File: src/rtl/uart_tx_sched_if.sv
// rtl/uart_tx_sched_if.sv - requester, overflow and buart tx signals of uart_tx_sched
interface uart_tx_sched_if;
  logic       a_wr;
  logic [7:0] a_data;
  logic       a_full;
  logic       a_empty;
  logic       b_wr;
  logic [7:0] b_data;
  logic       b_full;
  logic       b_empty;
  logic       ovf_clr;
  logic       a_ovf;
  logic       b_ovf;
  logic       tx_wr;
  logic [7:0] tx_data;
  logic       tx_busy;
  logic       grant_b;

  modport master (
    output a_wr, a_data, b_wr, b_data, ovf_clr, tx_busy,
    input  a_full, a_empty, b_full, b_empty, a_ovf, b_ovf, tx_wr, tx_data, grant_b
  );

  modport slave (
    input  a_wr, a_data, b_wr, b_data, ovf_clr, tx_busy,
    output a_full, a_empty, b_full, b_empty, a_ovf, b_ovf, tx_wr, tx_data, grant_b
  );
endinterface

File: src/rtl/uart_tx_sched.sv
// rtl/uart_tx_sched.sv - round-robin scheduler sharing one buart transmitter between two byte FIFOs
module uart_tx_sched #(
  parameter int DEPTH_LOG2 = 2,
  parameter int GUARD      = 1
) (
  input logic            clk,
  input logic            resetq,
  uart_tx_sched_if.slave bus
);
  localparam int AW    = DEPTH_LOG2;
  localparam int PW    = DEPTH_LOG2 + 1;
  localparam int DEPTH = 1 << DEPTH_LOG2;

  typedef enum logic [1:0] {IDLE, WAIT_START, WAIT_DONE} state_t;

  logic [1:0] push, pop, full, empty, ovf;
  logic [7:0] push_data [2];
  logic [7:0] head [2];
  logic       issue, sel_b;

  state_t     state_q;
  logic [2:0] guard_q;
  logic       tx_wr_q;
  logic [7:0] tx_data_q;
  logic       grant_b_q;

  assign push         = {bus.b_wr, bus.a_wr};
  assign push_data[0] = bus.a_data;
  assign push_data[1] = bus.b_data;

  // index 0 is requester A, index 1 is requester B
  for (genvar g = 0; g < 2; g++) begin : g_fifo
    logic [7:0]    mem_q [DEPTH];
    logic [PW-1:0] wptr_q, wptr_d, rptr_q, rptr_d;
    logic          full_q, empty_q, ovf_q, accept;

    // a pop on the same edge frees the slot, so a push into a full FIFO still lands
    assign accept  = push[g] & (~full_q | pop[g]);
    assign wptr_d  = wptr_q + PW'(accept);
    assign rptr_d  = rptr_q + PW'(pop[g]);
    assign head[g] = mem_q[rptr_q[AW-1:0]];

    always_ff @(posedge clk) begin
      if (accept) mem_q[wptr_q[AW-1:0]] <= push_data[g];
    end

    always_ff @(posedge clk or negedge resetq) begin
      if (!resetq) begin
        wptr_q  <= '0;
        rptr_q  <= '0;
        full_q  <= 1'b0;
        empty_q <= 1'b1;
        ovf_q   <= 1'b0;
      end else begin
        wptr_q  <= wptr_d;
        rptr_q  <= rptr_d;
        empty_q <= (wptr_d == rptr_d);
        full_q  <= (wptr_d[AW] != rptr_d[AW]) && (wptr_d[AW-1:0] == rptr_d[AW-1:0]);
        if (push[g] && full_q && !pop[g]) ovf_q <= 1'b1;
        else if (bus.ovf_clr)             ovf_q <= 1'b0;
      end
    end

    assign full[g]  = full_q;
    assign empty[g] = empty_q;
    assign ovf[g]   = ovf_q;
  end

  // with both FIFOs pending, the source that did not win last time goes next
  always_comb begin
    issue = (state_q == IDLE) && !bus.tx_busy && (!empty[0] || !empty[1]);
    sel_b = !empty[1] && (empty[0] || !grant_b_q);
    pop   = {issue & sel_b, issue & ~sel_b};
  end

  always_ff @(posedge clk or negedge resetq) begin
    if (!resetq) begin
      state_q   <= IDLE;
      guard_q   <= '0;
      tx_wr_q   <= 1'b0;
      tx_data_q <= 8'h00;
      grant_b_q <= 1'b1;
    end else begin
      tx_wr_q <= 1'b0;
      case (state_q)
        IDLE: begin
          if (issue) begin
            tx_wr_q   <= 1'b1;
            tx_data_q <= sel_b ? head[1] : head[0];
            grant_b_q <= sel_b;
            guard_q   <= '0;
            state_q   <= WAIT_START;
          end
        end
        WAIT_START: begin
          // buart raises busy a little after the strobe, so busy is not trusted yet
          if (guard_q == 3'(GUARD - 1)) state_q <= WAIT_DONE;
          else                          guard_q <= guard_q + 3'd1;
        end
        WAIT_DONE: begin
          if (!bus.tx_busy) state_q <= IDLE;
        end
        default: state_q <= IDLE;
      endcase
    end
  end

  assign bus.a_full  = full[0];
  assign bus.b_full  = full[1];
  assign bus.a_empty = empty[0];
  assign bus.b_empty = empty[1];
  assign bus.a_ovf   = ovf[0];
  assign bus.b_ovf   = ovf[1];
  assign bus.tx_wr   = tx_wr_q;
  assign bus.tx_data = tx_data_q;
  assign bus.grant_b = grant_b_q;
endmodule

File: src/flat_wrapper.sv
// flat-port wrapper written by rule: the top's interface ports become plain ports
module uart_tx_sched_flat 
#(
  parameter int DEPTH_LOG2 = 2,
  parameter int GUARD      = 1
)
  (clk, resetq, bus_a_wr, bus_a_data, bus_b_wr, bus_b_data, bus_ovf_clr, bus_tx_busy, bus_a_full, bus_a_empty, bus_b_full, bus_b_empty, bus_a_ovf, bus_b_ovf, bus_tx_wr, bus_tx_data, bus_grant_b);
  uart_tx_sched_if bus_i ();
  input logic clk;
  input logic resetq;
  input wire logic [$bits(bus_i.a_wr)-1:0] bus_a_wr;
  input wire logic [$bits(bus_i.a_data)-1:0] bus_a_data;
  input wire logic [$bits(bus_i.b_wr)-1:0] bus_b_wr;
  input wire logic [$bits(bus_i.b_data)-1:0] bus_b_data;
  input wire logic [$bits(bus_i.ovf_clr)-1:0] bus_ovf_clr;
  input wire logic [$bits(bus_i.tx_busy)-1:0] bus_tx_busy;
  output wire logic [$bits(bus_i.a_full)-1:0] bus_a_full;
  output wire logic [$bits(bus_i.a_empty)-1:0] bus_a_empty;
  output wire logic [$bits(bus_i.b_full)-1:0] bus_b_full;
  output wire logic [$bits(bus_i.b_empty)-1:0] bus_b_empty;
  output wire logic [$bits(bus_i.a_ovf)-1:0] bus_a_ovf;
  output wire logic [$bits(bus_i.b_ovf)-1:0] bus_b_ovf;
  output wire logic [$bits(bus_i.tx_wr)-1:0] bus_tx_wr;
  output wire logic [$bits(bus_i.tx_data)-1:0] bus_tx_data;
  output wire logic [$bits(bus_i.grant_b)-1:0] bus_grant_b;
  assign bus_i.a_wr = bus_a_wr;
  assign bus_i.a_data = bus_a_data;
  assign bus_i.b_wr = bus_b_wr;
  assign bus_i.b_data = bus_b_data;
  assign bus_i.ovf_clr = bus_ovf_clr;
  assign bus_i.tx_busy = bus_tx_busy;
  assign bus_a_full = bus_i.a_full;
  assign bus_a_empty = bus_i.a_empty;
  assign bus_b_full = bus_i.b_full;
  assign bus_b_empty = bus_i.b_empty;
  assign bus_a_ovf = bus_i.a_ovf;
  assign bus_b_ovf = bus_i.b_ovf;
  assign bus_tx_wr = bus_i.tx_wr;
  assign bus_tx_data = bus_i.tx_data;
  assign bus_grant_b = bus_i.grant_b;
  uart_tx_sched #(.DEPTH_LOG2(DEPTH_LOG2), .GUARD(GUARD)) u_core (.clk(clk), .resetq(resetq), .bus(bus_i));
endmodule
File: config.mk
export PLATFORM = sky130hd
export DESIGN_NAME = uart_tx_sched_flat
export DESIGN_NICKNAME = d
export VERILOG_FILES = /design/src/rtl/uart_tx_sched_if.sv /design/src/rtl/uart_tx_sched.sv /design/src/flat_wrapper.sv
export SDC_FILE = /design/constraint.sdc
export NUM_CORES = 1
export LEC_CHECK = 0
export CORE_ASPECT_RATIO = 2
export CORE_MARGIN = 10
export CORE_UTILIZATION = 51
export CTS_CLUSTER_DIAMETER = 80
export DETAILED_ROUTE_END_ITERATION = 12
export PLACE_DENSITY_LB_ADDON = 0.25
export REMOVE_ABC_BUFFERS = 1
export SETUP_SLACK_MARGIN = 0.02
export SYNTH_ARGS = -nofsm -noshare
export SYNTH_HDL_FRONTEND = slang
export SYNTH_SLANG_ARGS = --single-unit
File: constraint.sdc
create_clock -name clk -period 2.35 [get_ports clk]
set_input_delay 0.47 -clock clk [delete_from_list [all_inputs] [get_ports clk]]
set_output_delay 0.47 -clock clk [all_outputs]
set_load 0.005 [all_outputs]
After elaboration in Yosys (flattened, before gate mapping) --
Memories as Yosys holds them, arrays and structs flattened. Cells that the tools add are included.
Cells by class: add/sub/neg operators 5, multipliers 0, div/mod/pow operators 0, magnitude comparators 0, eq/ne operators 12, shift operators 0, multiplexer cells 17, bitwise operators 9, reduce and logical (&&, ||, !) cells 25
Operator list (number):
- $add 3x1->3 | 4
- $logic_and 1x1->1 | 9
- $mux 1 | 9
- $mux 8 | 1
- $eq 3x3->1 | 2
- $logic_not 1->1 | 6
- $mux 2 | 3
- $mux 3 | 2
- $pmux 2 s3 | 1
- $pmux 3 s2 | 1
- $reduce_and 3->1 | 2
- $reduce_bool 2->1 | 3
- $and 1x1->1 | 4
- $eq 2x2->1 | 2
- $ne 2x1->1 const B | 2
- $ne 2x2->1 const B | 2
- $add 3x1->3 const B | 1
- $logic_not 3->1 | 1
- $not 1->1 | 3
- $eq 2x1->1 const B | 1
- $eq 2x2->1 const B | 1
- $logic_not 2->1 | 1
- $logic_or 1x1->1 | 2
- $ne 1x1->1 | 2
- other kinds (2) | 3
Storage, ports and cells: register bits 33, bits in latches 0, RAM bits 64, memory bits (read-only) 0, input bits 22, logic and storage cells 85, memories kept 2
Memories:
- u_core.g_fifo[0].mem_q | words 4, bits a word 8, rd ports 1, clocked after Yosys merged registers in 0, wr ports 1, line uart_tx_sched.sv:33 | logic [7:0] mem_q [DEPTH];
- u_core.g_fifo[1].mem_q | words 4, bits a word 8, rd ports 1, clocked after Yosys merged registers in 0, wr ports 1, line uart_tx_sched.sv:33

Logic depth before layout (Yosys ltp) --
Gate-level depths: netlist of run 1.
depth after elaboration 10, gate-level depth with buffers 9, mapped depth without buffers 9

Worst setup path after synthesis of run 1 --
No wires, ideal clock.
path kind input to register, start input bus_tx_busy, end memory u_core.g_fifo[1].mem_q[2][0] (enable), setup time 0.385 ns, data arrival time 1.885 ns, slack 0.080 ns, stages 4, path buffers 0, path through or3_4 nor3_4 o21ai_2 nor3b_1
On the way: cells in the longest elaborated chain, start to end 8
Ends and longest elaborated chain:
- from (decl) | line flat_wrapper.sv:16 | input wire logic [$bits(bus_i.tx_busy)-1:0] bus_tx_busy;
- $logic_not 1->1 | line uart_tx_sched.sv:71 | issue = (state_q == IDLE) && !bus.tx_busy && (!empty[0] || !empty[1]);
- $logic_and 1x1->1 (2 in a row) | line uart_tx_sched.sv:71
- $and 1x1->1 | line uart_tx_sched.sv:73 | pop = {issue & sel_b, issue & ~sel_b};
- $or 1x1->1 | line uart_tx_sched.sv:38 | assign accept = push[g] & (~full_q | pop[g]);
- $and 1x1->1 | line uart_tx_sched.sv:38
- $mux 1 | line uart_tx_sched.sv:44 | if (accept) mem_q[wptr_q[AW-1:0]] <= push_data[g];
- $mux 1 (implied by the code) | line uart_tx_sched.sv:44
- to (decl) | line uart_tx_sched.sv:33
Every way passes these cells.

Worst setup path after layout of run 1 --
start register u_core.state_q[1], end register u_core.g_fifo[1].empty_q, in the netlist u_core.bus.b_empty
On the way: cells in the longest elaborated chain, start to end 8
Ends and longest elaborated chain:
- from (decl) | line uart_tx_sched.sv:21 | state_t state_q;
- from (signal assigned) | line uart_tx_sched.sv:78 | state_q <= IDLE;
- from (signal assigned) | line uart_tx_sched.sv:92 | state_q <= WAIT_START;
- from (signal assigned) | line uart_tx_sched.sv:97 | if (guard_q == 3'(GUARD - 1)) state_q <= WAIT_DONE;
- $logic_not 2->1 | line uart_tx_sched.sv:71
- $logic_and 1x1->1 (2 in a row) | line uart_tx_sched.sv:71
- $and 1x1->1 | line uart_tx_sched.sv:73
- $or 1x1->1 | line uart_tx_sched.sv:38
- $and 1x1->1 | line uart_tx_sched.sv:38
- $add 3x1->3 | line uart_tx_sched.sv:39 | assign wptr_d = wptr_q + PW'(accept);
- via u_core.g_fifo[1].wptr_d[0] | line uart_tx_sched.sv:34 | logic [PW-1:0] wptr_q, wptr_d, rptr_q, rptr_d;
- $eq 3x3->1 | line uart_tx_sched.sv:57 | empty_q <= (wptr_d == rptr_d);
- to (signal assigned) | line uart_tx_sched.sv:57
- to (decl) | line uart_tx_sched.sv:35 | logic full_q, empty_q, ovf_q, accept;
The timed path passes the listed nets, and every way through them passes these cells. A chain may end at the register's enable or synchronous reset.

==> impl_table.tex, run 1 <==
\begin{tabular}{lr}
\hline
Metric & Value \\
\hline
\multicolumn{2}{l}{\textbf{Run status}} \\
Outcome & completed \\
\multicolumn{2}{l}{\textbf{Placed design}} \\
PortBufs & 37 \\
Half-perimeter wire length after placement & a little over 5000 um \\
Global placer's final weighted congestion & 0.743 \\
Placed Instances & 360 \\
Cell area after placement & 4410 sq um \\
Post-placement worst setup slack & -0.301 ns \\
\multicolumn{2}{l}{\textbf{STA}} \\
Worst rel slew slack & 0.669 \\
Unrepaired setup endpoints after global routing & false \\
F\_max & 453 MHz \\
Hold Fails Final Rpt & 0 \\
PnR worst setup slack & $\sim$0.14 ns \\
Crit share post-route & 0.940 \\
Post-layout minimum cycle time & roughly 2.2 ns \\
Total Negative Setup Slacks & 0 ns \\
Worst hold margin & 0.427 ns \\
Max-slew violations & 0 \\
Actual slew at the worst max-slew pin & 0.492 ns \\
Skew final & approximately 0.0045 ns \\
\# setup viols final & 0 \\
\multicolumn{2}{l}{\textbf{Yosys}} \\
Share of Yosys cell area claimed by the top area cell type & 0.505 \\
Cell with the most instances after synthesis & edfxtp\_1 \\
Sequential area share after synthesis & 0.723 \\
Largest area contributor in the synthesized netlist & edfxtp\_1 \\
Mapped Avg Cell Area & roughly 17 sq um \\
Number of flops mapped to enable cells by yosys & 64 \\
Library cells used by synthesis & 32 \\
Top cells by area in the synthesized netlist & edfxtp\_1 51\%, dfrtp\_1 20\%, mux4\_2 9.5\% \\
Proportion of register bits with asynchronous set or reset after synthesis & 0.340 \\
Post-synthesis cell area & 3800 sq um \\
Yosys reg bits & 97 \\
Gate count of the mapped netlist & approximately 220 \\
Commonest cells in the synthesized netlist & 64 x edfxtp\_1, 30 x dfrtp\_1, 20 x nand2\_1 \\
Warnings, synthesis & 0 \\
Main flop type after synthesis & edfxtp\_1 \\
\multicolumn{2}{l}{\textbf{Floorplanning}} \\
Horizontal die dimension & 81.1 um \\
Core ar. & 7270 sq um \\
Number of core rows & 44 \\
Die height & about 140 um \\
I/O pins & 38 \\
Die Outline Area & 11500 sq um \\
Initial core utilization & 0.523 \\
\multicolumn{2}{l}{\textbf{Power}} \\
Sequential share of power & 0.450 \\
Clock Power Share & 0.222 \\
Worst vdd ir & 0.866 mV \\
Switching Power & 1.69 mW \\
Power per cell area & between 1000 and 1500 nW/um\^{}2 \\
Portion of total power attributed to combinational logic & 0.328 \\
Internal power consumption & about 4.1 mW \\
Reported leakage power & around 1.8 nW \\
Switching power as a share of total power & 0.294 \\
Design Power & $\sim$5.8 mW \\
\multicolumn{2}{l}{\textbf{Worst hold path}} \\
Class of the most critical hold timing path & input port to flip-flop \\
\multicolumn{2}{l}{\textbf{Drt}} \\
Number of vias in the routed layout & 1995 \\
Count of routing violations after the opening detailed-route iteration & 120 \\
Drc violations & 0 \\
Number of iterations in the first detailed-routing pass & 4 \\
Drt via density & between 5 and 6 \\
Number of nets with antenna violations after detailed routing & 0 \\
Mean routed wirelength per cell & about 18 um \\
Detailed Route WL & about 6600 um \\
\multicolumn{2}{l}{\textbf{Cells and area}} \\
Multi-input combinational cell area & 990 sq um \\
Post-route cell area & 4730 sq um \\
Finished Layout Cells & 378 \\
Storage element area & $\sim$2800 sq um \\
Area added between synthesis and finish & 24.2\% \\
Layout Utilization & 0.650 \\
Final \#Nets & 312 \\
Antenna diode count & 0 \\
Fraction of final layout cells sized beyond drive strength 1 & 0.224 \\
Filler cell count in the final layout & 554 \\
\multicolumn{2}{l}{\textbf{Worst setup path}} \\
Critical path's largest stage delay & 0.43 ns \\
Critical path type & flip-flop to flip-flop \\
Required time at the endpoint of the critical path & 2.61 ns \\
Critical path launch point type & flip-flop \\
Worst-path maximum fanout & 4 \\
Nature of the critical path endpoint & flip-flop \\
CP cell instances & or3\_4 > nor3\_4 > o21ai\_2 > inv\_2 > ha\_2 > xor3\_1 > nor3b\_2 \\
CP Data Arrival Time & between 2 and 2.5 ns \\
Crit-path slowest cell & or3\_4 \\
Worst R2R Setup Slack & 0.14 ns \\
\multicolumn{2}{l}{\textbf{Global routing}} \\
GR Util met3 & 0.0367 \\
Largest net degree at the start of global routing & 34 \\
Total congestion overflow & 0 \\
Global-route wire length before repair & 10800 um \\
Via count of the first global-routing pass & 2185 \\
Busiest layer in global routing & met2 \\
Met2 Track Usage GR & 0.228 \\
Overall Global Routing Usage & 0.126 \\
Global Route met1 Usage & 0.122 \\
Number of antenna violations at the first check in global routing & 0 \\
\multicolumn{2}{l}{\textbf{Job}} \\
Maxcap violations & 0 \\
\multicolumn{2}{l}{\textbf{CTS}} \\
Clock root buffer master & clkbuf\_16 \\
\# hold bufs at CTS & 0 \\
Clk Latency, worst-skew pair & 0.34 ns \\
Clock-pin slew reported for the worst setup and hold paths after clock tree synthesis & 0.06 ns \\
Htree depth & 3 \\
Number of sinks handled by clock tree synthesis & 97 \\
CTS buffer count & 9 \\
Clock tree from TritonCTS & built \\
CTS max path bufs & 2 \\
\hline
\end{tabular}
what timing repair did:
action | CTS | global route
setup buffers | 0 | 2
gates resized for setup | 0 | 8
endpoints found under the setup margin | 0 | 3
endpoints found under the hold margin | 0 | 0
sequential cells by signal, summed over array words and instances, names as in the netlist, 2 cells and up:
| signal | flops |
|---|---|
| u_core.g_fifo.mem_q | 64 |
| u_core.guard_q | 3 |
| u_core.state_q | 2 |
| u_core.g_fifo.rptr_q | 6 |
| u_core.bus.tx_data | 8 |
| u_core.g_fifo.wptr_q | 6 |
per-layer routing:
layer / part of all wire / vias to the layer above
met5: 0 / -
met4: 0.023 / 0
met3: 0.040 / 11
met2: 0.58 / 39
met1: 0.36 / 1002
li1: - / 943
power groups by stage:
stage               clock network (mW)  logic, mW  registers, mW
floorplan                            0       1.07           2.61
global placement                     0       1.82           2.61
detailed placement                   0       1.85           2.63
CTS                               1.32       1.85           2.60
global route                      1.38       2.06           2.65
finish                            1.28       1.89           2.60
kinds of logic after synthesis:
logic type               Yosys count  synth area share
multiplexers                      16            0.0947
XOR/XNOR                          11            0.0293
AND/OR/NAND/NOR                   44            0.0635
flip-flops                        97             0.723
buffers and inverters             22            0.0250
adder cells (fa/ha/maj)            9            0.0296
AO/OA/AOI/OAI                     19            0.0345
placed cells by master (no fill, tap or decap), drive strengths merged:
cell	synthesis	final
o32ai	2	2
clkdlybuf4s50	0	36
dfstp	3	3
clkinvlp	0	2
clkinv	0	3
nor3	5	5
buf	7	22
dlymetal6s2s	0	1
nor2	2	2
o21ai	6	6
a21o	2	2
nand3b	2	2
dfrtp	30	30
nand2	20	20
nor3b	5	5
and2	1	1
nor2b	3	3
clkbuf	0	10
xor2	5	5
nand3	2	2
a22oi	8	8
xor3	1	1
a21oi	1	1
mux4	16	16
ha	9	9
edfxtp	64	64
or3	2	2
and3	2	2
inv	15	16
xnor2	5	5
worst paths after layout:
check	start	end	cells after the start
setup / recovery	u_core.state_q[1]	u_core.bus.b_empty	7
hold / removal	bus_tx_busy	u_core.state_q[1]	3
setup reg to reg	u_core.state_q[1]	u_core.bus.b_empty	7
hold reg to reg	u_core.bus.tx_data[3]	u_core.bus.tx_data[3]	2
max in group asynchronous	resetq	u_core.bus.a_empty	2
min in group asynchronous	resetq	u_core.state_q[0]	2
area by class of cell:
type,instances,share of cell area
sequential,97,0.582
inverter,15,0.0119
multi-input combinational,99,0.209
clock buffer,10,0.0485
timing repair buffer,59,0.116
tap,92,0.0244
clock inverter,6,0.00715
worst max-delay path, delay by kind of cell (launching register included):
family / cells / cell delay [ns]
AOI/OAI and AO/OA: 1 / 0.11
xor gates and xnor gates: 1 / 0.41
adders and majority gates: 1 / 0.28
buffers and inverters: 1 / 0.07
DFF: 1 / 0.40
and+or+nand+nor: 3 / 0.87
Power figures use the tool's default switching activity.
==> inputs of run 2 (changes only) <==
- CORE_UTILIZATION: 51 -> 25
==> run 2 against run 1 <==
  * Critical path depth is 2 higher
  * Routed wire length is 18% higher
  * Worst hold slack better by 0.021 ns
  * Sequential share of layout area is 1.7 points lower
  * First-iteration DRC count is 33% lower
  * Global-route usage is 4.6 points lower
  * Sequential power hardly changed
  * Clock power is 12% higher
  * Die area is 81% higher
  * Critical endpoint unchanged
==> impl_table.tex, run 2 (synthesis results as in run 1) <==
\begin{tabular}{lr}
\hline
Metric & Value \\
\hline
\multicolumn{2}{l}{\textbf{CTS}} \\
Clock root buffer master & clkbuf\_16 \\
Clock-pin slew reported for the worst setup and hold paths after clock tree synthesis & 0.07 ns (about the same) \\
Clk Latency, worst-skew pair & 0.33 ns (about the same) \\
CTS buffer count & 9 (unchanged) \\
CTS max path bufs & 2 (unchanged) \\
Clock tree from TritonCTS & built \\
Htree depth & 3 (unchanged) \\
\# hold bufs at CTS & 0 (unchanged) \\
Number of sinks handled by clock tree synthesis & 97 (unchanged) \\
\multicolumn{2}{l}{\textbf{Worst setup path}} \\
Critical path type & flip-flop to flip-flop \\
Critical path's largest stage delay & 0.42 ns (about the same) \\
Required time at the endpoint of the critical path & 2.61 ns (about the same) \\
Endpoint of the most critical setup path & u\_core.bus.b\_empty \\
Worst R2R Setup Slack & 0.09 ns (-0.05 ns) \\
Worst-case reg-to-reg path depth & 9 (+2) \\
Worst setup path startpoint & u\_core.state\_q[1] \\
Critical path launch point type & flip-flop \\
Nature of the critical path endpoint & flip-flop \\
Combined buffer and inverter count along the critical path & 1 (unchanged) \\
Family with the most delay on the worst path & simple AND/OR/NAND/NOR gates \\
Worst reg2reg path startpoint & u\_core.state\_q[1] \\
CP cell instances & or3\_4 > nor3\_4 > o21ai\_2 > inv\_2 > ha\_1 > ha\_2 > xnor2\_2 > xor2\_1 > nor3b\_2 \\
CP Data Arrival Time & 2.52 ns (+0.05 ns) \\
Worst-path maximum fanout & 4 (unchanged) \\
Reg-to-Reg End & u\_core.bus.b\_empty \\
Crit-path slowest cell & or3\_4 \\
Total stage count of the critical path & 9 (+2) \\
\multicolumn{2}{l}{\textbf{Power}} \\
Switching power as a share of total power & 0.298 (+0.00463) \\
Internal power consumption & 4.19 mW (+2.9\%) \\
Reported leakage power & 1.83 nW (+0.38\%) \\
Portion of total power attributed to combinational logic & 0.318 (-0.010) \\
Switching Power & 1.78 mW (+5.2\%) \\
Clock Power Share & 0.242 (+0.020) \\
Worst vdd ir & 0.393 mV (-55\%) \\
Sequential share of power & 0.440 (-0.010) \\
Power per cell area & 1230 nW/um\^{}2 (+0.52\%) \\
\multicolumn{2}{l}{\textbf{STA}} \\
F\_max & 443 MHz (-2.2\%) \\
Crit share post-route & 0.961 (+0.0208) \\
Hold Fails Final Rpt & 0 (unchanged) \\
Skew final & 0.00665 ns (+0.00212 ns) \\
Post-layout minimum cycle time & 2.26 ns (+0.0489 ns) \\
\# setup viols final & 0 (unchanged) \\
Actual slew at the worst max-slew pin & 0.582 ns (+0.0903 ns) \\
Worst rel slew slack & 0.612 (-0.0568) \\
Max-slew violations & 0 (unchanged) \\
\multicolumn{2}{l}{\textbf{Cells and area}} \\
Most frequent cells in the layout & 64 x edfxtp\_1, 36 x clkdlybuf4s50\_1, 30 x dfrtp\_1 \\
Antenna diode count & 0 (unchanged) \\
Post-route cell area & 4870 sq um (+3.0\%) \\
Number of flip-flops in the largest register & 64 (unchanged) \\
Most common cell after layout, fill and taps aside & edfxtp\_1 \\
Fraction of final layout cells sized beyond drive strength 1 & 0.219 (-0.00469) \\
Filler cell count in the final layout & 1426 (+160\%) \\
Final \#Nets & 309 (-0.96\%) \\
Layout Utilization & 0.327 (-0.324) \\
Area added between synthesis and finish & 28.0\% \\
\multicolumn{2}{l}{\textbf{Global routing}} \\
Total congestion overflow & 0 (unchanged) \\
Number of antenna violations at the first check in global routing & 0 (unchanged) \\
Global-route wire length before repair & 12600 um (+17\%) \\
Via count of the first global-routing pass & 2186 (+0.046\%) \\
Largest net degree at the start of global routing & 34 (unchanged) \\
Overall Global Routing Usage & 0.0800 (-0.0459) \\
\multicolumn{2}{l}{\textbf{Drt}} \\
Number of iterations in the first detailed-routing pass & 4 (unchanged) \\
Count of routing violations after the opening detailed-route iteration & 81 (-33\%) \\
Drt via density & 4.07 (-23\%) \\
Drc violations & 0 (unchanged) \\
Number of vias in the routed layout & 1944 (-2.6\%) \\
Mean routed wirelength per cell & 16.3 um (-6.6\%) \\
Number of nets with antenna violations after detailed routing & 0 (unchanged) \\
Detailed Route WL & 7810 um (+18\%) \\
\multicolumn{2}{l}{\textbf{Worst hold path}} \\
Class of the most critical hold timing path & input port to flip-flop \\
\multicolumn{2}{l}{\textbf{Floorplanning}} \\
Initial core utilization & 0.255 (-0.268) \\
Die Outline Area & 20800 sq um (+81\%) \\
Number of core rows & 63 (+43\%) \\
I/O pins & 38 (unchanged) \\
Horizontal die dimension & 107 um (+32\%) \\
Die height & 194 um (+37\%) \\
Core ar. & 14900 sq um (+110\%) \\
\multicolumn{2}{l}{\textbf{Placed design}} \\
Cell area after placement & 4530 sq um (+2.7\%) \\
Half-perimeter wire length after placement & 5760 um (+13\%) \\
Global placer's final weighted congestion & 0.762 (+2.6\%) \\
PortBufs & 37 (unchanged) \\
\multicolumn{2}{l}{\textbf{Job}} \\
Maxcap violations & 0 (unchanged) \\
\multicolumn{2}{l}{\textbf{Run status}} \\
Outcome & completed \\
\hline
\end{tabular}
## run 2: worst reg2reg max path, cell delays in order (launching register included)
cell	delay [ns]
dfrtp_1	0.38
or3_4	0.42
nor3_4	0.28
o21ai_2	0.12
inv_2	0.06
ha_1	0.15
ha_2	0.20
xnor2_2	0.13
xor2_1	0.24
nor3b_2	0.21
## run 2: layer usage
metal  wire length, um  track usage  vias to the layer above
met2              4330        0.144                       32
met1              2980       0.0811                      971
met5                 0            0                        -
li1                  -            -                      932
met3               336       0.0225                        9
met4               159       0.0392                        0
## run 2: worst min-delay path by stage
| stage | from | end | slack (ns) | cells past startpoint |
|---|---|---|---|---|
| floorplan | resetq | u_core.bus.a_full | 0.17 | 0 |
| global placement | u_core.bus.tx_data[6] | u_core.bus.tx_data[6] | 0.45 | 2 |
| detailed placement | u_core.bus.tx_data[7] | u_core.bus.tx_data[7] | 0.46 | 2 |
| CTS | u_core.bus.tx_data[7] | u_core.bus.tx_data[7] | 0.47 | 2 |
| global route | bus_tx_busy | u_core.state_q[1] | 0.50 | 3 |
| finish | bus_tx_busy | u_core.state_q[1] | 0.45 | 3 |
## run 2: per-stage QoR
stage	instances	hold slack [ns]	worst slack [ns]	TNS [ns]	total power [mW]
3_3_place_gp	460	0.454	-0.333	-7.35	4.56
6_report	478	0.448	0.0912	0	5.97
2_1_floorplan	211	0.174	-0.179	-4.64	3.68
4_1_cts	476	0.472	0.0229	0	6.04
3_5_place_dp	460	0.457	-0.321	-8.11	4.57
5_1_grt	478	0.498	-0.0402	-0.0402	6.37
## run 2: timing repair
item                       in CTS  in global routing
setup buffers                   0                  2
gates resized for setup         0                  6
setup endpoints to repair       0                  4
## run 2: power by group through the flow
stage	combinational, mW	clock, mW	sequential, mW
6_report	1.90	1.44	2.63
5_1_grt	2.11	1.55	2.70
4_1_cts	1.89	1.50	2.65
3_5_place_dp	1.89	0	2.68
3_3_place_gp	1.89	0	2.67
2_1_floorplan	1.07	0	2.61
## run 2: final cells by class
type                       count  area (sq um)  share of cell area
clock inverter                 6          68.8              0.0141
inverter                      15          56.3              0.0116
clock buffer                  10           229              0.0470
multi-input combinational     99           977               0.201
tap                          195           244              0.0501
sequential                    97          2750               0.565
timing repair buffer          56           541               0.111
==> inputs of run 3 (changes only) <==
- CORE_UTILIZATION: 25 -> 23
- clock period: 2.35 -> 1.95 ns (I/O delays scaled with it)
==> run 3 against run 2 <==
  * The run now ends with negative setup slack left
  * Core utilization down 0.89 points
  * Flip-flop and latch count stayed put
  * Critical path depth is 1 lower
  * Worst hold slack worse by 0.0058 ns
  * Non-clock buffer count is 11 higher
  * Worst setup slack worse by 0.20 ns
  * First-iteration DRC count shrank 17%
  * Critical endpoint unchanged
  * Clock power rose by 9.7%
  * Register-to-register slack lost 0.20 ns
  * Sequential power grew 22%
  * Largest cell class unchanged
  * Sequential share of layout area fell by 3.3 points
  * Fmax up 9.7%
==> impl_table.tex, run 3 (synthesis results as in run 1) <==
\begin{tabular}{lr}
\hline
Metric & Value \\
\hline
\multicolumn{2}{l}{\textbf{Run status}} \\
Outcome & complete, but fails checks \\
Violations in the final reports & negative setup slack \\
\multicolumn{2}{l}{\textbf{CTS}} \\
Clock root buffer master & clkbuf\_16 \\
Clock tree from TritonCTS & built \\
CTS max path bufs & 2 (unchanged) \\
\# hold bufs at CTS & 0 (unchanged) \\
CTS buffer count & 9 (unchanged) \\
Clk Latency, worst-skew pair & 0.34 ns (about the same) \\
Clock-pin slew reported for the worst setup and hold paths after clock tree synthesis & 0.07 ns (about the same) \\
Number of sinks handled by clock tree synthesis & 97 (unchanged) \\
Htree depth & 3 (unchanged) \\
\multicolumn{2}{l}{\textbf{Drt}} \\
Count of routing violations after the opening detailed-route iteration & 67 (-17\%) \\
Number of nets with antenna violations after detailed routing & 0 (unchanged) \\
Drt via density & 4.10 (+0.77\%) \\
Number of vias in the routed layout & 2041 (+5.0\%) \\
Detailed Route WL & 8350 um (+6.9\%) \\
Mean routed wirelength per cell & 16.8 um (+2.6\%) \\
Number of iterations in the first detailed-routing pass & 4 (unchanged) \\
Drc violations & 0 (unchanged) \\
\multicolumn{2}{l}{\textbf{Cells and area}} \\
Post-route cell area & 5170 sq um (+6.2\%) \\
Filler cell count in the final layout & 1559 (+9.3\%) \\
Most frequent cells in the layout & 64 x edfxtp\_1, 36 x clkdlybuf4s50\_1, 30 x dfrtp\_1 \\
Fraction of final layout cells sized beyond drive strength 1 & 0.313 (+0.0938) \\
Antenna diode count & 0 (unchanged) \\
Number of flip-flops in the largest register & 64 (unchanged) \\
Layout Utilization & 0.318 (-0.00890) \\
Final \#Nets & 320 (+3.6\%) \\
Area added between synthesis and finish & 35.9\% \\
Finished Layout Cells & 498 (+4.2\%) \\
Most common cell after layout, fill and taps aside & edfxtp\_1 \\
\multicolumn{2}{l}{\textbf{Worst setup path}} \\
Family with the most delay on the worst path & simple AND/OR/NAND/NOR gates \\
Required time at the endpoint of the critical path & 2.21 ns (-0.40 ns) \\
Critical path type & flip-flop to flip-flop \\
CP cell instances & or3\_4 > nor3\_4 > buf\_4 > and2\_4 > ha\_4 > xor2\_2 > xor2\_1 > nor3b\_2 \\
Reg-to-Reg End & u\_core.bus.b\_empty \\
Combined buffer and inverter count along the critical path & 1 (unchanged) \\
Worst reg2reg path startpoint & u\_core.state\_q[1] \\
Critical path launch point type & flip-flop \\
Crit-path slowest cell & or3\_4 \\
Worst R2R Setup Slack & -0.11 ns (-0.20 ns) \\
Worst-case reg-to-reg path depth & 8 (-1) \\
CP Data Arrival Time & 2.32 ns (-0.20 ns) \\
Worst-path maximum fanout & 3 (-1) \\
Nature of the critical path endpoint & flip-flop \\
Worst setup path startpoint & u\_core.state\_q[1] \\
Critical path's largest stage delay & 0.41 ns (about the same) \\
\multicolumn{2}{l}{\textbf{STA}} \\
Unrepaired setup endpoints after global routing & true \\
Actual slew at the worst max-slew pin & 0.503 ns (-0.0791 ns) \\
PnR worst setup slack & -0.108 ns (-0.199 ns) \\
Crit share post-route & 1.06 (+0.0943) \\
Max-slew violations & 0 (unchanged) \\
Hold Fails Final Rpt & 0 (unchanged) \\
\# setup viols final & 44 (+44) \\
Skew final & 0.0100 ns (+0.00337 ns) \\
Worst rel slew slack & 0.665 (+0.0527) \\
F\_max & 486 MHz (+9.7\%) \\
Total Negative Setup Slacks & -1.72 ns (-1.72 ns) \\
Post-layout minimum cycle time & 2.06 ns (-0.201 ns) \\
\multicolumn{2}{l}{\textbf{Global routing}} \\
Number of antenna violations at the first check in global routing & 0 (unchanged) \\
Global Route met1 Usage & 0.0726 (-0.00844) \\
Met2 Track Usage GR & 0.143 (-0.000559) \\
Busiest layer in global routing & met2 \\
Via count of the first global-routing pass & 2302 (+5.3\%) \\
Overall Global Routing Usage & 0.0770 (-0.00292) \\
Global-route wire length before repair & 13000 um (+3.3\%) \\
Largest net degree at the start of global routing & 34 (unchanged) \\
GR Util met3 & 0.0205 (-0.00207) \\
Total congestion overflow & 0 (unchanged) \\
\multicolumn{2}{l}{\textbf{Power}} \\
Reported leakage power & 1.90 nW (+3.5\%) \\
Worst vdd ir & 0.407 mV (+3.6\%) \\
Power per cell area & 1470 nW/um\^{}2 (+20\%) \\
Design Power & 7.61 mW (+27\%) \\
\multicolumn{2}{l}{\textbf{Worst hold path}} \\
Cell depth of the worst min-delay path & 3 (unchanged) \\
Class of the most critical hold timing path & input port to flip-flop \\
Startpoint of the tightest hold check path & bus\_tx\_busy \\
Endpoint, Worst Hold & u\_core.state\_q[1] \\
\multicolumn{2}{l}{\textbf{Floorplanning}} \\
Die height & 202 um (+3.8\%) \\
Horizontal die dimension & 111 um (+3.5\%) \\
Die Outline Area & 22400 sq um (+7.4\%) \\
Core ar. & 16300 sq um (+9.2\%) \\
Initial core utilization & 0.234 (-0.0215) \\
Number of core rows & 66 (+4.8\%) \\
I/O pins & 38 (unchanged) \\
\multicolumn{2}{l}{\textbf{Placed design}} \\
Half-perimeter wire length after placement & 5970 um (+3.6\%) \\
Global placer's final weighted congestion & 0.718 (-5.7\%) \\
PortBufs & 37 (unchanged) \\
Cell area after placement & 4600 sq um (+1.5\%) \\
Placed Instances & 475 (+3.3\%) \\
\multicolumn{2}{l}{\textbf{Job}} \\
Maxcap violations & 0 (unchanged) \\
\hline
\end{tabular}
[run 3: cell count changes in the layout (fill, tap and decap cells not counted), moves of 3 or more]
cell / delta
buf_6: +10
clkinv_1: +3
ha_1: -6
ha_4: +7
nor3_4: +3
nor3b_1: -4
nor3b_4: +3
[run 3: worst max-delay path by stage]
| stage | slack [ns] | endpoint | cells past startpoint |
|---|---|---|---|
| 2_1_floorplan | -0.55 | u_core.g_fifo[0].mem_q[2][0] | 4 |
| 3_3_place_gp | -0.60 | u_core.bus.a_empty | 10 |
| 3_5_place_dp | -0.64 | u_core.bus.b_empty | 10 |
| 4_1_cts | -0.17 | u_core.bus.b_empty | 9 |
| 5_1_grt | -0.22 | u_core.bus.b_empty | 8 |
| 6_report | -0.11 | u_core.bus.b_empty | 8 |
[run 3: cell type report]
cell class	instances	area, sq um	share of cell area
Inverter	15	56.3	0.0109
Multi-Input combinational cell	99	1170	0.227
Tap cell	204	255	0.0494
Timing Repair Buffer	67	669	0.129
Sequential cell	97	2750	0.532
Clock buffer	10	229	0.0443
Clock inverter	6	35.0	0.00678
[run 3: per-layer routing]
| metal | vias to the layer above | share of wire |
|---|---|---|
| met2 | 38 | 0.58 |
| met1 | 1039 | 0.36 |
| met5 | - | 0 |
| li1 | 956 | - |
| met3 | 8 | 0.036 |
| met4 | 0 | 0.024 |
[run 3: what timing repair did]
action,4_1_cts,5_1_grt
setup endpoints to repair,62,70
resized for setup,29,23
pin swaps,9,8
buffers inserted,4,5
gates cloned,0,0
[run 3: power breakdown]
| part | switching, mW | leakage [nW] | total [mW] | internal, mW |
|---|---|---|---|---|
| Sequential | 0.424 | 0.993 | 3.21 | 2.79 |
| Clock | 0.723 | 0.121 | 1.58 | 0.854 |
| Combinational | 1.20 | 0.783 | 2.82 | 1.62 |
| Total | 2.34 | 1.90 | 7.61 | 5.26 |
[run 3: tightest hold or removal path: cells and delay by family]
family	cells	cell delay (ns)
buffers and inverters	1	0.21
AO/OA/AOI/OAI	1	0.07
AND/OR/NAND/NOR	1	0.07
[run 3: stage by stage]
stage | setup slack [ns] | hold slack (ns)
4_1_cts | -0.173 | 0.431
3_5_place_dp | -0.638 | 0.457
3_3_place_gp | -0.601 | 0.450
6_report | -0.108 | 0.442
5_1_grt | -0.216 | 0.455
2_1_floorplan | -0.550 | 0.0944
